[config.mk]
export PLATFORM = sky130hd
export DESIGN_NAME = display_arbiter
export DESIGN_NICKNAME = d
export VERILOG_FILES = /design/src/rtl/display_arbiter.sv
export SDC_FILE = /design/constraint.sdc
export NUM_CORES = 1
export LEC_CHECK = 0
export ABC_AREA = 1
export BUFFER_PORTS_ARGS = -buffer_cell sky130_fd_sc_hd__buf_2
export CAP_MARGIN = 25
export CORE_MARGIN = 2
export CORE_UTILIZATION = 60
export DETAILED_ROUTE_END_ITERATION = 7
export HOLD_SLACK_MARGIN = 0.15
export PLACE_DENSITY = 0.92
export SLEW_MARGIN = 25
export SYNTH_ARGS = -nofsm -noshare
export SYNTH_HDL_FRONTEND = slang
export SYNTH_SLANG_ARGS = --single-unit
[constraint.sdc]
create_clock -name clk -period 3.6 [get_ports clk]
set_input_delay 0.54 -clock clk [delete_from_list [all_inputs] [get_ports clk]]
set_output_delay 0.54 -clock clk [all_outputs]
set_load 0.01 [all_outputs]
[src/rtl/display_arbiter.sv]
// display_arbiter: round-robin sharing of the 4-digit hex display among N_REQ requesters.
// Latency: request sampled at edge E -> ack/dig/owner/busy registered after E; a tenure lasts HOLD_CYCLES.
// Backpressure: waiting requesters hold req_valid until acked; only the owner is acked mid-tenure.
module display_arbiter #(
    parameter int N_REQ       = 3,
    parameter int HOLD_CYCLES = 100_000_000,
    localparam int OW = (N_REQ > 2) ? $clog2(N_REQ) : 1,
    localparam int TW = (HOLD_CYCLES > 2) ? $clog2(HOLD_CYCLES) : 1
) (
    input  logic                   clk,
    input  logic                   reset_n,
    input  logic [N_REQ-1:0]       req_valid,
    input  logic [N_REQ-1:0][15:0] req_data,
    output logic [N_REQ-1:0]       req_ack,
    output logic [3:0][3:0]        dig,
    output logic                   busy,
    output logic [OW-1:0]          owner
);

    typedef enum logic {IDLE, SHOW} state_t;

    state_t             state_q, state_d;
    logic [TW-1:0]      timer_q, timer_d;
    logic [OW-1:0]      ptr_q, ptr_d, owner_d, win;
    logic [N_REQ-1:0]   ack_d, eff_valid;
    logic [2*N_REQ-1:0] rot;
    logic [OW:0]        sum;
    logic               found;
    logic [15:0]        dig_d;

    // A requester is blind for the cycle its ack is visible, so a held valid is not double-counted.
    assign eff_valid = req_valid & ~req_ack;
    assign busy      = (state_q == SHOW);

    always_comb begin
        found = 1'b0;
        win   = '0;
        sum   = '0;
        rot   = {eff_valid, eff_valid} >> ptr_q;
        for (int k = 0; k < N_REQ; k++) begin
            if (!found && rot[k]) begin
                found = 1'b1;
                sum   = {1'b0, ptr_q} + (OW+1)'(k);
                if (sum >= (OW+1)'(N_REQ)) begin
                    sum = sum - (OW+1)'(N_REQ);
                end
                win = sum[OW-1:0];
            end
        end
    end

    always_comb begin
        state_d = state_q;
        timer_d = timer_q;
        ptr_d   = ptr_q;
        owner_d = owner;
        dig_d   = dig;
        ack_d   = '0;
        if (state_q == SHOW && timer_q != '0) begin
            timer_d = timer_q - 1'b1;
            if (eff_valid[owner]) begin
                dig_d          = req_data[owner];
                ack_d[owner]   = 1'b1;
            end
        end else if (found) begin
            // Both IDLE and expiry land here; expiry wins over an owner refresh in the same cycle.
            state_d    = SHOW;
            timer_d    = TW'(HOLD_CYCLES - 1);
            owner_d    = win;
            ptr_d      = (win == OW'(N_REQ - 1)) ? '0 : win + 1'b1;
            dig_d      = req_data[win];
            ack_d[win] = 1'b1;
        end else begin
            state_d = IDLE;
        end
    end

    always_ff @(posedge clk or negedge reset_n) begin
        if (!reset_n) begin
            state_q <= IDLE;
            timer_q <= '0;
            ptr_q   <= '0;
            owner   <= '0;
            dig     <= '0;
            req_ack <= '0;
        end else begin
            state_q <= state_d;
            timer_q <= timer_d;
            ptr_q   <= ptr_d;
            owner   <= owner_d;
            dig     <= dig_d;
            req_ack <= ack_d;
        end
    end

endmodule

==> impl_metrics.json, run 1 <==
{
  "run_status": "completed",
  "viasPerCell": 6.06,
  "crit_path_max_incr_delay_ns": 0.54,
  "grt_overflow_total": 0,
  "cts_buffers": 5,
  "drt_iter0_markers": 472,
  "final-max-slew-violation-count": 0,
  "routed-via-count": 4156,
  "number_of_antenna_violations_at_the_first_check_in_global_routing": 0,
  "synthesis.area_sq_mm": 0.00382,
  "ys_ff_latch": 51,
  "worst_skew_pair.late_latency_ns": 0.31,
  "stdcell_area_sq_mm": 0.00425,
  "final_layout_size_suffix_gt1_share_pct": 19.5,
  "worstSetupPathType": "reg2reg",
  "totalNegativeSetupSlack_ns": 0,
  "power.static_leakage_nw": 2.05,
  "cap_viol_max_count": 0,
  "cts_num_sinks": 51,
  "yosysSeqAreaShare_pct": 33.4,
  "overall_power_of_the_completed_layout_mw": 1.18,
  "finalCritPeriodShare_pct": 72.4,
  "worstSetupEndpointType": "flop",
  "final_cells": 686,
  "synthDominantCellAreaShare_pct": 33.4,
  "worst-path-max-fanout": 41,
  "vdd_ir_drop_max_mv": 0.173,
  "start_util_pct": 61.2,
  "num_rows": 29,
  "worstHoldPathType": "in2async",
  "cts_hold_repair.buffers": 0,
  "commonest_cells_after_routing_fill_and_taps_aside": "sky130_fd_sc_hd__nand2_1, sky130_fd_sc_hd__nand3_1, sky130_fd_sc_hd__buf_2",
  "critPathTopFamily": "simple AND/OR/NAND/NOR gates",
  "finalSetupViolCount": 0,
  "cellPowerDensity_mw_per_mm2": 278,
  "critPathBufInv": 1,
  "clock.fmax_mhz": 383,
  "gpl.final_weighted_congestion": 0.955,
  "die_area_sq_mm": 0.00702,
  "post-cts-setup-buffer-count": 0,
  "crit_path_launch_type": "flop",
  "layout_commonest_cell": "sky130_fd_sc_hd__nand2_1",
  "cp.required_ns": 3.84,
  "count_of_buffers_from_port_buffering": 74,
  "area.growth.synth_to_final_pct": 11.4,
  "synth_cell_type_count": 33,
  "r2r_slack_ns": 0.99,
  "drc": 0,
  "globalRouteTotalUtil_pct": 29.6,
  "synth_nets": 604,
  "fin_nets": 666,
  "clock_transition_at_the_register_clock_pins_on_the_worst_setup_and_hold_paths_after_cts_ns": 0.09,
  "die_y_microns": 83.8,
  "die_w_microns": 83.8,
  "grt_max_degree": 42,
  "placed_cell_area_sq_mm": 0.00415,
  "cts_repair_resize_count": 0,
  "grt_setup_unrepaired": "no",
  "clock_tree_from_tritoncts": "done",
  "avgSynthCellArea_sq_um": 6.99,
  "worst_path_max_delay_cell": "sky130_fd_sc_hd__nand2_1",
  "insertedDiodeCount": 0,
  "antenna_left": 0,
  "wire_per_inst_microns": 15.3,
  "ctsRootBufferMaster": "sky130_fd_sc_hd__clkbuf_8",
  "worst-slew-pin-transition_ns": 0.669,
  "relative_slew_slack_pct": 55.2,
  "grt_pass1_vias": 3844,
  "preCtsSetupSlack_ns": 1.07,
  "post-route-min-period_ns": 2.61,
  "worstPathCellList": "nor2_1, nand2_1, nor2_1, nand2_1, nor2_2, nand3_2, nand2_4, nand2_1, inv_2, nand2_1, o21ai_1",
  "hold_viol": 0,
  "design.core.area_sq_mm": 0.00624,
  "critPathMostFrequentCell": "sky130_fd_sc_hd__nand2_1",
  "clock-skew-final_ns": 0.0100,
  "placed_cells": 678,
  "place.detailed.hpwl_mm": 7.38,
  "yosys-top-cells-area": "sky130_fd_sc_hd__dfrtp_1, sky130_fd_sc_hd__nand3_1, sky130_fd_sc_hd__nand2_1",
  "clock_tree.htree_level_count": 2,
  "num_io_pins": 75,
  "drt-total-wl_mm": 10.5,
  "netlist_instances": 546,
  "finalWorstSetupSlack_ns": 0.992,
  "synth_largest_area_cell": "sky130_fd_sc_hd__dfrtp_1",
  "yosysWarnings": 0,
  "clock_path_buffers": 2,
  "firstDrtPassIters": 6,
  "critPathArrivalTime_ns": 2.85,
  "grt_first_pass_wirelength_mm": 17.3
}
[cell type report]
type	count	area (sq um)
clock inverter	1	7.51
clock buffer	7	96.3
multi-input combinational	407	2130
fill	517	1990
inverter	67	259
timing repair buffer	76	385
tap	77	96.3
sequential	51	1280
[power breakdown]
part           switching (mW)  leakage, nW  internal [mW]
Clock                   0.192       0.0505          0.175
Sequential             0.0134        0.592          0.596
Combinational           0.127         1.41         0.0785
Total                   0.332         2.05          0.850
[stage by stage]
step                      utilization, %  hold WS, ns
after CTS                           68.1        0.196
after global placement              66.5        0.460
after global routing                68.1        0.214
after floorplan                        -        0.244
final                               68.1        0.179
after detailed placement            66.5        0.460
[synthesized netlist by cell type (all sizes together)]
cell / n
nand2: 127
nand3: 100
inv: 66
nor2: 59
dfrtp: 51
o21ai: 40
buf: 17
a21oi: 16
a22oi: 16
o22ai: 16
xor2: 14
nor3: 6
ha: 5
clkbuf: 4
nand4: 3
nand3b: 2
nor4: 2
clkinv: 1
o221ai: 1
[path summary, 6_finish.rpt]
check / endpoint / cells past startpoint / startpoint
worst max-delay path: timer_q[19] / 11 / timer_q[20]
worst min-delay path: dig[10] / 1 / reset_n
worst max register to register: timer_q[19] / 11 / timer_q[20]
worst min register to register: dig[0] / 2 / dig[0]
max in group asynchronous: ptr_q[1] / 2 / reset_n
min in group clk: dig[0] / 2 / dig[0]
[worst reg2reg max path: stages, from the launching register on]
cell and delay [ns]:
sky130_fd_sc_hd__dfrtp_1 0.43, sky130_fd_sc_hd__nor2_1 0.19, sky130_fd_sc_hd__nand2_1 0.09, sky130_fd_sc_hd__nor2_1 0.11, sky130_fd_sc_hd__nand2_1 0.09, sky130_fd_sc_hd__nor2_2 0.12
sky130_fd_sc_hd__nand3_2 0.10, sky130_fd_sc_hd__nand2_4 0.41, sky130_fd_sc_hd__nand2_1 0.57, sky130_fd_sc_hd__inv_2 0.28, sky130_fd_sc_hd__nand2_1 0.08, sky130_fd_sc_hd__o21ai_1 0.08
[per-layer routing]
metal	vias to the layer above	routed length (microns)	GRT usage [%]	share of wire, %
met5	-	0	0	0
met4	0	285	12.0	2.7
met3	32	1090	4.45	10
met2	288	4900	49.2	47
met1	1895	4210	38.9	40
li1	1941	-	-	-
[flip-flops by register name, indices dropped and copies added, names as in the netlist]
signal	cells
ptr_q	2
busy	1
timer_q	27
req_ack	3
owner	2
dig	16
[cell families after synthesis]
kind of cell	Yosys count	synth area share, %
AND/OR/NAND/NOR	299	37.2
AO/OA/AOI/OAI	89	13.8
buffers and inverters	88	10.7
flip-flops	51	33.4
XOR/XNOR	14	3.21
adder cells (fa/ha/maj)	5	1.64
(Power assumes the default switching activity.)
==> run 2: changes to the inputs <==
- CORE_UTILIZATION: 60 -> 51
- PLACE_DENSITY: 0.92 -> 0.84
- clock period: 3.6 -> 2.2 ns (I/O delays scaled with it)
==> run 2 against run 1 <==
  * Sequential power increased by 64%
  * Worst setup slack got worse by 0.83 ns
  * First-iteration DRC count fell by 16%
  * Total power increased by 62%
  * Critical endpoint is now timer_q[4]
==> impl_metrics.json, run 2 (synthesis results as in run 1) <==
{
  "power.static_leakage_nw": 2.14,
  "ff2ff_path_depth": 8,
  "worst_path_max_delay_cell": "sky130_fd_sc_hd__dfrtp_1",
  "design.core.area_sq_mm": 0.00725,
  "cp.required_ns": 2.37,
  "clock_tree_from_tritoncts": "done",
  "worstSetupPathType": "reg2reg",
  "fin_nets": 685,
  "cts_num_sinks": 51,
  "run_status": "completed",
  "worst-slew-pin-transition_ns": 0.738,
  "die_area_sq_mm": 0.00819,
  "grt_pass1_vias": 3905,
  "worst-path-max-fanout": 14,
  "finalSetupViolCount": 0,
  "worstHoldPathType": "in2reg",
  "count_of_buffers_from_port_buffering": 74,
  "clock.fmax_mhz": 490,
  "critPathTopFamily": "compound AO/OA/AOI/OAI gates",
  "critPathBufInv": 2,
  "postLayoutCoreUtil_pct": 61.3,
  "worstPathCellList": "inv_2, nand3_1, nand2_1, nand2_4, o21ai_4, inv_2, o21ai_0, o21ai_0",
  "crit_path_max_incr_delay_ns": 0.47,
  "drt-total-wl_mm": 10.8,
  "clock_path_buffers": 2,
  "worst_skew_pair.late_latency_ns": 0.31,
  "drt_iter0_markers": 396,
  "number_of_antenna_violations_at_the_first_check_in_global_routing": 0,
  "registers.top_by_ff_count": "timer_q",
  "final-seq-area_sq_mm": 0.00128,
  "final_cells": 727,
  "wire_per_inst_microns": 14.9,
  "ctsRootBufferMaster": "sky130_fd_sc_hd__clkbuf_8",
  "grt_setup_unrepaired": "no",
  "filler_cell_count": 641,
  "firstDrtPassIters": 5,
  "finalCritPeriodShare_pct": 92.7,
  "stdcell_area_sq_mm": 0.00445,
  "clock-skew-final_ns": 0.0104,
  "critPathArrivalTime_ns": 2.21,
  "crit_path_launch_type": "flop",
  "cp_num_cells": 8,
  "relative_slew_slack_pct": 50.8,
  "viasPerCell": 5.55,
  "worstSetupEndpointType": "flop",
  "routed-via-count": 4038,
  "totalNegativeSetupSlack_ns": 0,
  "reg_top3": "timer_q (27), dig (16), req_ack (3)",
  "preCtsSetupSlack_ns": 0.150,
  "cap_viol_max_count": 0,
  "gpl.final_weighted_congestion": 0.905,
  "finalWorstSetupSlack_ns": 0.161,
  "insertedDiodeCount": 0,
  "placed_cell_area_sq_mm": 0.00430,
  "final-max-slew-violation-count": 0,
  "clock_tree.htree_level_count": 2,
  "vdd_ir_drop_max_mv": 0.190,
  "start_util_pct": 52.6,
  "die_y_microns": 90.5,
  "multi_input_area_sq_mm": 0.00215,
  "clock_transition_at_the_register_clock_pins_on_the_worst_setup_and_hold_paths_after_cts_ns": 0.11,
  "antenna_left": 0,
  "final_layout_size_suffix_gt1_share_pct": 22.3,
  "place.detailed.hpwl_mm": 7.82,
  "cellPowerDensity_mw_per_mm2": 430,
  "hold_viol": 0,
  "placed_cells": 715,
  "cts_buffers": 5,
  "drc": 0,
  "layout_commonest_cell": "sky130_fd_sc_hd__nand2_1",
  "num_io_pins": 75,
  "globalRouteTotalUtil_pct": 26.6,
  "grt_first_pass_wirelength_mm": 18.0,
  "grt_overflow_total": 0,
  "commonest_cells_after_routing_fill_and_taps_aside": "sky130_fd_sc_hd__nand2_1, sky130_fd_sc_hd__nand3_1, sky130_fd_sc_hd__buf_2",
  "r2r_slack_ns": 0.16,
  "largest_reg_flops": 27,
  "area.growth.synth_to_final_pct": 16.5,
  "worstHoldPathCells": 3,
  "post-route-min-period_ns": 2.04,
  "grt_max_degree": 35,
  "die_w_microns": 90.5,
  "num_rows": 31
}
==> run 2: cell count changes in the layout (fill, tap and decap cells not counted), sizes merged <==
cell | before | now
buf | 76 | 94
clkinv | 1 | 2
clkinvlp | 1 | 2
dlygate4sd3 | 0 | 1
clkbuf | 7 | 5
==> run 2: worst paths after layout <==
path / start / end
worst max-delay path: ptr_q[1] / timer_q[4]
worst min-delay path: req_valid[1] / req_ack[1]
worst max register to register: ptr_q[1] / timer_q[4]
worst min register to register: dig[10] / dig[10]
max in group asynchronous: reset_n / ptr_q[0]
min in group asynchronous: reset_n / dig[10]
==> run 2: layer usage <==
layer  track usage (%)  wire (microns)
met2              45.6            5290
met1              32.9            4320
met3              4.51             900
met5                 0               0
met4              11.2             324
==> run 2: worst min-delay path, delay by kind of cell <==
family          cells  cell delay [ns]
compound gates      1             0.09
simple gates        1             0.10
buf+inv             1             0.11
==> run 2: what timing repair did <==
| action | CTS | global route |
|---|---|---|
| hold buffers | 1 | 0 |
| gates resized for setup | 0 | 6 |
| endpoints found under the setup margin | 0 | 18 |
| buffers inserted | 0 | 3 |
| endpoints found under the hold margin | 28 | 0 |
==> run 2: power breakdown <==
group          switching (mW)  total (mW)  internal, mW
clock network           0.345       0.567         0.223
logic                   0.210       0.346         0.136
registers              0.0230       0.999         0.976
==> run 2: final cells by class <==
type	instances	area share (%)
multi-input cells	407	48.4
flip-flops and latches	51	28.7
repair buffers	95	12.3
inverters	67	5.82
well taps	99	2.79
clock buffers	5	1.55
clock inverters	3	0.450
==> run 2: metrics by stage <==
step	hold WS, ns	total power [mW]
after global routing	0.369	2.02
after detailed placement	0.424	1.36
after global placement	0.412	1.35
final	0.369	1.91
after CTS	0.366	1.92
after floorplan	0.0344	1.21
==> run 3: changes to the inputs <==
- ABC_AREA: 1 -> default
- CORE_UTILIZATION: 51 -> 50
- PLACE_DENSITY: 0.84 -> 0.83
==> run 3 against run 2 <==
  * The flow now finishes with violations (negative setup slack)
  * Cell area increased by 14%
  * Register-to-register slack got worse by 0.62 ns
  * Non-clock buffer count increased by 52
  * Flip-flop and latch count unchanged
  * First-iteration DRC count increased by 12%
  * Sequential power increased by 16%
  * Die area decreased by 5.6%
  * Largest cell class unchanged
==> impl_metrics.json, run 3 <==
{
  "run_status": "finished with violations",
  "failed_checks": "negative setup slack",
  "power.static_leakage_nw": 2.02,
  "largest_reg_flops": 27,
  "wire_per_inst_microns": 20.2,
  "clock_tree_from_tritoncts": "done",
  "worst_skew_pair.late_latency_ns": 0.32,
  "area.growth.synth_to_final_pct": 43.6,
  "worst-slew-pin-transition_ns": 0.665,
  "asyncSetResetFlopFracSynth_pct": 100,
  "firstDrtPassIters": 5,
  "synth_cell_type_count": 54,
  "relative_slew_slack_pct": 55.7,
  "ff2ff_path_depth": 8,
  "cp.required_ns": 2.43,
  "ctsRootBufferMaster": "sky130_fd_sc_hd__clkbuf_8",
  "final_cells": 612,
  "final-max-slew-violation-count": 0,
  "crit_path_launch_type": "flop",
  "drc": 0,
  "netlist_top_cells_count": "sky130_fd_sc_hd__dfrtp_1, sky130_fd_sc_hd__mux2i_1, sky130_fd_sc_hd__nand2_1",
  "ys_ff_latch": 51,
  "cap_viol_max_count": 0,
  "clock_tree.htree_level_count": 2,
  "cts_buffers": 5,
  "edff_count_synth": 0,
  "grt_setup_unrepaired": "yes",
  "clock_path_buffers": 2,
  "synth_most_common_cell": "sky130_fd_sc_hd__dfrtp_1",
  "post-route-min-period_ns": 2.65,
  "synth_nets": 444,
  "finalCritPeriodShare_pct": 121,
  "registers.top_by_ff_count": "timer_q",
  "drt-total-wl_mm": 12.4,
  "worstSetupEndpointType": "flop",
  "insertedDiodeCount": 0,
  "worst-path-max-fanout": 10,
  "num_io_pins": 75,
  "antenna_left": 0,
  "globalRouteTotalUtil_pct": 28.2,
  "yosysSeqAreaShare_pct": 36.2,
  "number_of_antenna_violations_at_the_first_check_in_global_routing": 0,
  "cts_num_sinks": 51,
  "clock_transition_at_the_register_clock_pins_on_the_worst_setup_and_hold_paths_after_cts_ns": 0.10,
  "synth_largest_area_cell": "sky130_fd_sc_hd__dfrtp_1",
  "die_y_microns": 87.9,
  "final_layout_size_suffix_gt1_share_pct": 40.9,
  "count_of_buffers_from_port_buffering": 74,
  "netlist_instances": 386,
  "clock.fmax_mhz": 377,
  "worstSetupPathType": "reg2reg",
  "avgSynthCellArea_sq_um": 9.12,
  "placed_cells": 590,
  "hold_viol": 0,
  "yosys-top-cells-area": "sky130_fd_sc_hd__dfrtp_1, sky130_fd_sc_hd__mux2i_1, sky130_fd_sc_hd__o32a_1",
  "place.detailed.hpwl_mm": 6.95,
  "yosysWarnings": 0,
  "die_w_microns": 87.9,
  "grt_pass1_vias": 3765,
  "die_area_sq_mm": 0.00773,
  "totalNegativeSetupSlack_ns": -12.65,
  "cellPowerDensity_mw_per_mm2": 568,
  "finalWorstSetupSlack_ns": -0.455,
  "postLayoutCoreUtil_pct": 74.5,
  "ys.flop_type": "sky130_fd_sc_hd__dfrtp_1",
  "commonest_cells_after_routing_fill_and_taps_aside": "sky130_fd_sc_hd__buf_2, sky130_fd_sc_hd__dfrtp_1, sky130_fd_sc_hd__buf_4",
  "finalSetupViolCount": 48,
  "drt_iter0_markers": 443,
  "reg_top3": "timer_q (27), dig (16), req_ack (3)",
  "num_rows": 30,
  "gpl.final_weighted_congestion": 0.794,
  "worstHoldPathType": "in2async",
  "vdd_ir_drop_max_mv": 0.382,
  "grt_max_degree": 52,
  "grt_overflow_total": 0,
  "synthDominantCellAreaShare_pct": 36.2,
  "start_util_pct": 51.8,
  "clock-skew-final_ns": 0.00959,
  "fin_nets": 573,
  "viasPerCell": 6.60,
  "critPathArrivalTime_ns": 2.89,
  "grt_first_pass_wirelength_mm": 17.3,
  "design.core.area_sq_mm": 0.00679,
  "routed-via-count": 4039,
  "cts_hold_repair.buffers": 0,
  "layout_commonest_cell": "sky130_fd_sc_hd__buf_2",
  "synthesis.area_sq_mm": 0.00352
}
==> run 3: stage by stage <==
step	total power [mW]	instance area, sq um	hold WS [ns]	setup WS, ns
2_1_floorplan	1.61	3570	0.0344	-0.186
3_3_place_gp	1.91	4400	0.466	-0.305
3_5_place_dp	1.95	4400	0.483	-0.374
4_1_cts	2.67	4700	0.156	-0.299
5_1_grt	2.99	5060	0.184	-0.576
6_report	2.87	5060	0.107	-0.455
==> run 3: kinds of logic after synthesis <==
family	count (synthesis)	share of synthesized area, %
xor+xnor	2	0.497
mux	40	11.5
flops	51	36.2
buf+inv	31	4.51
fa+ha+maj	5	1.78
simple gates	128	19.9
compound gates	129	25.5
==> run 3: final cells by class <==
class / count / area, sq um
inverters: 5 / 18.8
well taps: 96 / 120
clock inverters: 2 / 35.0
multi-input cells: 305 / 2390
clock buffers: 6 / 82.6
flip-flops and latches: 51 / 1280
repair buffers: 147 / 1130
fillers: 435 / 1740
==> run 3: metal layers <==
layer / share of wire (%) / vias up / global-route usage (%)
met1: 38 / 1943 / 35.1
met3: 7.8 / 73 / 3.86
met2: 49 / 267 / 49.0
met5: 0 / - / 0
met4: 4.7 / 0 / 11.7
li1: - / 1756 / -
==> run 3: repair_timing <==
item                                    4_1_cts  5_1_grt
endpoints found under the setup margin       49       50
pin swaps                                    11       11
gates resized for setup                      28       43
cloned                                        2        4
buffers inserted                              3        5
==> run 3: where the power goes <==
part           switching (mW)  internal [mW]  leakage (nW)  total (mW)
registers               0.111           1.05         0.531        1.16
logic                   0.515          0.490          1.43        1.00
clock network           0.338          0.369        0.0612       0.706
==> run 3: path summary, 6_finish.rpt <==
check / start / endpoint / slack (ns)
worst max-delay path: timer_q[8] / dig[13] / -0.45
worst min-delay path: reset_n / timer_q[17] / 0.11
worst max register to register: timer_q[8] / dig[13] / -0.45
worst min register to register: timer_q[26] / timer_q[26] / 0.54
max in group asynchronous: reset_n / timer_q[26] / 1.63
min in group clk: req_data[12] / dig[12] / 0.30
==> run 3: worst max-delay path: stages (launching register included) <==
cell and delay (ns):
sky130_fd_sc_hd__dfrtp_1 0.39, sky130_fd_sc_hd__or4_4 0.54, sky130_fd_sc_hd__or3_4 0.41, sky130_fd_sc_hd__o31ai_4 0.22
sky130_fd_sc_hd__o21a_4 0.24, sky130_fd_sc_hd__buf_12 0.15, sky130_fd_sc_hd__o221ai_2 0.13, sky130_fd_sc_hd__o32a_1 0.35
sky130_fd_sc_hd__o21ai_1 0.13
